## src/rtl/uart_rx_fifo.sv

```systemverilog
// Receive-side byte FIFO: captures RxData on each rising edge of the UART
// frame-complete flag and drains it through a registered read port.
module uart_rx_fifo #(
  parameter int DEPTH  = 16,
  parameter int ADDR_W = 4
) (
  input  logic              Clock,
  input  logic              reset_n,
  input  logic [7:0]        RxData,
  input  logic              flag,
  input  logic              rd_en,
  input  logic              ovf_clr,
  output logic [7:0]        rd_data,
  output logic              rd_valid,
  output logic              empty,
  output logic              full,
  output logic [ADDR_W:0]   count,
  output logic              overflow
);

  logic [7:0]        mem [DEPTH];
  logic [ADDR_W-1:0] wr_ptr_reg, wr_ptr_next;
  logic [ADDR_W-1:0] rd_ptr_reg, rd_ptr_next;
  logic [ADDR_W:0]   count_reg, count_next;
  logic              flag_d_reg;
  logic              overflow_reg, overflow_next;
  logic [7:0]        rd_data_reg;
  logic              rd_valid_reg;

  logic wr_req;
  logic wr_accept;
  logic rd_accept;
  logic empty_int;
  logic full_int;

  assign empty_int = (count_reg == '0);
  assign full_int  = (count_reg == (ADDR_W+1)'(DEPTH));

  // A full FIFO still takes the write when a read frees a slot in the same cycle.
  assign wr_req    = flag & ~flag_d_reg;
  assign rd_accept = rd_en & ~empty_int;
  assign wr_accept = wr_req & (~full_int | rd_accept);

  always_comb begin
    wr_ptr_next   = wr_ptr_reg;
    rd_ptr_next   = rd_ptr_reg;
    count_next    = count_reg;
    overflow_next = overflow_reg;
    if (wr_accept) wr_ptr_next = wr_ptr_reg + 1'b1;
    if (rd_accept) rd_ptr_next = rd_ptr_reg + 1'b1;
    case ({wr_accept, rd_accept})
      2'b10:   count_next = count_reg + 1'b1;
      2'b01:   count_next = count_reg - 1'b1;
      default: count_next = count_reg;
    endcase
    if (ovf_clr) overflow_next = 1'b0;
    // A drop in the same cycle as a clear must not be lost.
    if (wr_req && !wr_accept) overflow_next = 1'b1;
  end

  always_ff @(posedge Clock or negedge reset_n) begin
    if (!reset_n) begin
      wr_ptr_reg   <= '0;
      rd_ptr_reg   <= '0;
      count_reg    <= '0;
      overflow_reg <= 1'b0;
      flag_d_reg   <= 1'b1;
    end else begin
      wr_ptr_reg   <= wr_ptr_next;
      rd_ptr_reg   <= rd_ptr_next;
      count_reg    <= count_next;
      overflow_reg <= overflow_next;
      flag_d_reg   <= flag;
    end
  end

  // Storage has no reset so it can map onto block RAM.
  always_ff @(posedge Clock) begin
    if (wr_accept) mem[wr_ptr_reg] <= RxData;
  end

  always_ff @(posedge Clock or negedge reset_n) begin
    if (!reset_n) begin
      rd_data_reg  <= 8'h00;
      rd_valid_reg <= 1'b0;
    end else begin
      rd_valid_reg <= rd_accept;
      if (rd_accept) rd_data_reg <= mem[rd_ptr_reg];
    end
  end

  assign rd_data  = rd_data_reg;
  assign rd_valid = rd_valid_reg;
  assign empty    = empty_int;
  assign full     = full_int;
  assign count    = count_reg;
  assign overflow = overflow_reg;

endmodule

```

## config.mk

```make
export PLATFORM = sky130hd
export DESIGN_NAME = uart_rx_fifo
export DESIGN_NICKNAME = d
export VERILOG_FILES = /design/src/rtl/uart_rx_fifo.sv
export SDC_FILE = /design/constraint.sdc
export NUM_CORES = 1
export LEC_CHECK = 0
export BUFFER_PORTS_ARGS = -buffer_cell sky130_fd_sc_hd__buf_2
export CAP_MARGIN = 20
export CELL_PAD_IN_SITES_DETAIL_PLACEMENT = 0
export CELL_PAD_IN_SITES_GLOBAL_PLACEMENT = 2
export CORE_ASPECT_RATIO = 2
export CORE_MARGIN = 1.5
export CORE_UTILIZATION = 40
export DETAILED_ROUTE_END_ITERATION = 12
export GPL_TIMING_DRIVEN = 0
export MAX_ROUTING_LAYER = met4
export PLACE_DENSITY_LB_ADDON = 0.1
export SLEW_MARGIN = 20
export SYNTH_ARGS = -nofsm -noshare
export SYNTH_HDL_FRONTEND = slang
export SYNTH_SLANG_ARGS = --single-unit
export TNS_END_PERCENT = 50
```

## constraint.sdc

```tcl
create_clock -name Clock -period 4.1 [get_ports Clock]
set_input_delay 0.205 -clock Clock [delete_from_list [all_inputs] [get_ports Clock]]
set_output_delay 0.205 -clock Clock [all_outputs]
set_load 0.01 [all_outputs]
```

# --- Word level (Yosys, flattened, before mapping) ---
# Memory sizes are Yosys's and may differ from the RTL's. A register that Yosys moved wholly into a read port is not among the register bits.
# Cells that the tools add are included.
op_classes:
  add_sub_neg: 4
  n_eq_ne: 3
  n_mux: 5
  bitwise_logic: 7
  reduce_logical: 6
op_table:
  columns: ["operator", "n"]
  rows:
  - ["5-bit case mux with 2 select lines", 1]
  - ["4-bit by 1-bit adder with 4-bit output, second input constant", 2]
  - ["5-bit by 1-bit adder with 5-bit output, second input constant", 1]
  - ["5-bit == test, second input constant", 1]
  - ["5-bit logical NOT", 1]
  - ["5-bit by 1-bit subtractor with 5-bit output, second input constant", 1]
  - ["1-bit 2-to-1 mux", 4]
  - ["2-bit nonzero test", 2]
  - ["1-bit AND", 3]
  - ["1-bit NOT", 3]
  - ["2-bit by 1-bit == test with 1-bit output, second input constant", 1]
  - ["2-bit == test, second input constant", 1]
  - ["1-bit logical NOT", 2]
  - ["1-bit logical AND", 1]
  - ["1-bit OR", 1]
totals:
  register_bits: 16
  ram_bits: 128
  in_bits: 13
  output_inout_bits: 17
  elab_cells: 32
  mem_count: 1
mem_list:
  columns: ["name", "depth", "word_bits", "rd", "rd_clocked_by_memory_dff", "wr", "line", "source"]
  rows:
  - ["mem", 16, 8, 1, 1, 1, "21", "logic [7:0] mem [DEPTH];"]

# --- Depth between registers and ports, before layout ---
depth:
  ltp_word: 8
  ltp_mapped: 11
  mapped_depth_nobuf: 11

# --- Worst setup path after synthesis ---
# Ideal clock, no wire load.
synth_timing:
  kind: "register to register"
  from: "reg count_reg[0], in the netlist count[0]"
  to: "reg count_reg[4], in the netlist count[4]"
  setup_time_ps: 130
  t_arrival_ps: 2835
  required_time_ps: 3970
  setup_slack_ps: 1134
  stages_incl_launch_ff: 11
  path_buffers: 0
  synth_period_minus_slack_ps: 2966
  cell_sequence: "dfrtp_1 or4_1 o21ai_2 inv_2 ha_1 ha_1 nor2b_1 o21ai_0 a21oi_1 or3b_2 xnor2_1"
synth_between:
  elab_chain_cells: 7
  elab_cells_between_ends: 13
  classes_between: "2 x add/sub; 3 x eq/ne; 1 x mux; 5 x bitwise; 2 x reduce/logical"
synth_lines:
  columns: ["item", "line", "source"]
  rows:
  - ["from (decl)", "24", "logic [ADDR_W:0] count_reg, count_next;"]
  - ["from (signal assigned)", "71", "count_reg <= count_next;"]
  - ["5-bit logical NOT *", "36", "assign empty_int = (count_reg == '0);"]
  - ["1-bit NOT *", "41", "assign rd_accept = rd_en & ~empty_int;"]
  - ["1-bit AND *", "41", null]
  - ["net rd_accept", "32", "logic rd_accept;"]
  - ["1-bit OR", "42", "assign wr_accept = wr_req & (~full_int | rd_accept);"]
  - ["1-bit AND", "42", null]
  - ["2-bit by 1-bit == test with 1-bit output or 2-bit == test (tied branches)", "51", "case ({wr_accept, rd_accept})"]
  - ["5-bit case mux with 2 select lines or 2-bit nonzero test (tied branches)", null, null]
# Mark *: on every way through the listed nets, which the timed path passes. The rest lies on a longest branch.
# A chain may end at the register's enable or synchronous reset.

# --- Worst setup path in the final report ---
# Same ends and word-level chain as after synthesis.

==> flow_summary.yaml <==
run_status:
  status: "finished clean"
synthesis:
  syn_area_um2: 6061
  netlist-cell-type-count: 37
  synthXorXnorAreaFrac_pct: 1.445
  synth_edf_count: 128
  synth-async-reset-ratio_pct: 15.79
  syn-num-nets: 346
  synthTopCellsByCount: "edfxtp_1 (128), mux4_2 (33), nand2_1 (27)"
  synth.yosys.warnings: 0
  yosysTopAreaCellShare_pct: 63.42
  synth_simple_gate_area_share_pct: 4.438
  synth_most_common_cell: "edfxtp_1"
  synth-adder-area-share_pct: 2.188
  netlist_instances: 323
  synth_top_family_by_area: "multiplexers"
  synth.area.top_cells: "edfxtp_1 (63%), mux4_2 (12%), dfrtp_1 (9.5%)"
  yosysSeqAreaShare_pct: 73.35
  synth_top_flop_cell: "edfxtp_1"
  yosys.area.top_type: "edfxtp_1"
  synth_mux_area_share_pct: 13.58
  synth_compound_area_share_pct: 2.704
  ys_seq_elements: 152
  synth_area_per_cell_um2: 18.76
layout:
  syn_to_final_growth_pct: 17.38
  final_nets: 403
  drive_above_1_share_pct: 31.04
  largest_reg_flops: 128
  n_fill_cell: 1316
  insertedDiodeCount: 0
detailed_routing:
  wl_met2_um: 8056
  top_layer_used: "met4"
  wl_met3_um: 305
  drtAntennaViolNets: 0
  wirelength_um: 13770
  vias: 3008
  drtIter0Drc: 196
  drc: 0
  dr.pass1.iters: 4
  wl_per_cell_um: 23.41
  viasPerCell: 5.116
  wl_met1_um: 4821
clock_network:
  clk-insertion-delay-late_ns: 0.42
  clock-root-buffer: "clkbuf_16"
  clock_sinks: 152
  h-tree-depth: 4
  cts_buffers: 17
  clkTransAtPathRegs_ns: 0.06
  post_cts_buffers: 0
  cts_tree: "built"
  cts.path.max_buffers: 2
placement:
  place_congestion: 0.7848
  io_buffers: 29
  dp_hpwl_um: 9879
floorplanning:
  dieArea_um2: 15940
  start_util_pct: 40.90
  rows: 63
  ios: 30
  core_area_um2: 14820
  die-width_um: 90.04
  fp.dieH_um: 177.1
worst_hold_path:
  hp-start: "rd_en"
  hold_path_class: "input port to flip-flop"
sta:
  slew_violations: 0
  hold_viol: 0
  slew_headroom_pct: 43.93
  clock-skew-final_ns: 0.009202
  tns_ns: 0
  period_minus_slack_ns: 3.518
  rsz0062_at_grt: "no"
  fmax_mhz: 284.3
  tightest_slew_ns: 0.8380
  fin_crit_sh_pct: 85.80
  setup_viol: 0
critical_path:
  cp_common_cell: "ha_1"
  crit_required_ns: 4.40
  timing_worst_setup_path_type: "flip-flop to flip-flop"
  crit_path_start_kind: "flip-flop"
  worst-path-max-fanout: 9
  r2r-start: "count[0]"
  worstPathArrival_ns: 3.82
  critPathCaptureType: "flip-flop"
  cp_cell_sequence: "or4_1, o21ai_2, inv_2, ha_1, ha_1, nor2b_1, o21ai_0, a21oi_1, or3b_2, xnor2_1"
  critPathLaunch: "count[0]"
  cp_slowest_cell: "or4_1"
  worst_path_largest_cell_delay_ns: 0.57
power:
  p_seq_share_pct: 40.6
  powerDensity_nw_per_um2: 678.6
  p_int_mw: 3.266
  p_sw_mw: 1.561
  p_leak_nw: 2.480
  ir_worst_vdd_mv: 0.3426
  p_clk_share_pct: 29.8
  comb_power_share_pct: 29.6
  finalPower_mw: 4.828
  p_sw_share_pct: 32.34
global_route:
  grt_pass1_vias: 3326
  grt_start_max_net_pins: 25
  antenna_found_initial: 0
  grt_pass1_wl_um: 20710
  overflow: 0
  grt.total_usage_pct: 19.35
flow_run:
  drv_cap: 0
final timing paths:
path                            endpoint  slack, ns  cells past startpoint
max                             count[4]       0.58                     10
min                             overflow       0.03                      2
max reg2reg                     count[4]       0.58                     10
min reg2reg                   rd_data[0]       0.47                      2
max in group asynchronous  rd_ptr_reg[0]       3.29                      2
min in group asynchronous     rd_data[5]       0.36                      2
worst max-delay path: cells and delay by family (launching register included):
family | cells | cell delay, ns
buf+inv | 1 | 0.18
xor+xnor | 1 | 0.14
flops | 1 | 0.44
simple gates | 3 | 1.21
fa+ha+maj | 2 | 0.62
compound gates | 3 | 0.80
metal layers:
| layer | up-vias | track usage, % |
|---|---|---|
| met3 | 17 | 3.866 |
| met5 | - | - |
| met4 | 0 | 9.987 |
| li1 | 1387 | - |
| met2 | 56 | 35.45 |
| met1 | 1548 | 19.13 |
power groups by stage:
| stage | Clock [mW] | Combinational (mW) | Sequential [mW] |
|---|---|---|---|
| 2_1_floorplan | 0 | 0.942 | 2.00 |
| 3_5_place_dp | 0 | 1.47 | 2.00 |
| 5_1_grt | 1.53 | 1.56 | 1.98 |
| 3_3_place_gp | 0 | 1.44 | 1.99 |
| 4_1_cts | 1.46 | 1.48 | 1.96 |
| 6_report | 1.44 | 1.43 | 1.96 |
final cells by class:
cell class              count  area (um2)  share of cell area (%)
well taps                 195       244.0                   3.429
flip-flops and latches    152        4446                   62.49
clock inverters            15       121.4                   1.706
repair buffers             38       217.7                   3.060
inverters                  15       56.30                  0.7914
plain buffers              15       82.58                   1.161
multi-input cells         141        1521                   21.39
clock buffers              17       425.4                   5.980
cells in the final DEF (no fill, tap or decap), types with 5 or more instances in the layout:
cell | synthesis | final
o221ai_1 | 7 | 7
mux2i_1 | 8 | 8
buf_2 | 6 | 36
xnor2_1 | 8 | 8
nand2_1 | 27 | 27
inv_1 | 14 | 14
dfrtp_1 | 23 | 23
mux4_2 | 33 | 33
edfxtp_1 | 128 | 128
buf_4 | 3 | 8
ha_1 | 9 | 9
o21ai_0 | 11 | 11
nor2_1 | 5 | 5
clkbuf_16 | 0 | 17
what timing repair did:
item,in CTS,in global routing
endpoints found under the hold margin,25,0
setup endpoints to repair,0,0
gates resized for setup,0,0
hold buffers,3,0
through the flow:
step,std cells,utilization [%],worst slack (ns),hold slack [ns],cell area (um2)
floorplan,323,-,1.134,-0.09059,6061
finish,588,48.01,0.5821,0.02695,7114
global route,588,48.01,0.4349,0.02560,7114
CTS,588,48.01,0.5506,0.01750,7114
global placement,547,43.52,0.5598,0.2871,6450
detailed placement,553,44.12,0.5549,0.2973,6538
cell families (layout without fill, tap and decap cells):
family                     Yosys count  after routing
AOI/OAI and AO/OA                   24             24
buffers and inverters               30            100
DFF                                152            152
xor gates and xnor gates            10             10
and+or+nand+nor                     56             56
muxes                               41             41
adders and majority gates           10             10
No activity file was read; power rests on OpenSTA's default activity.
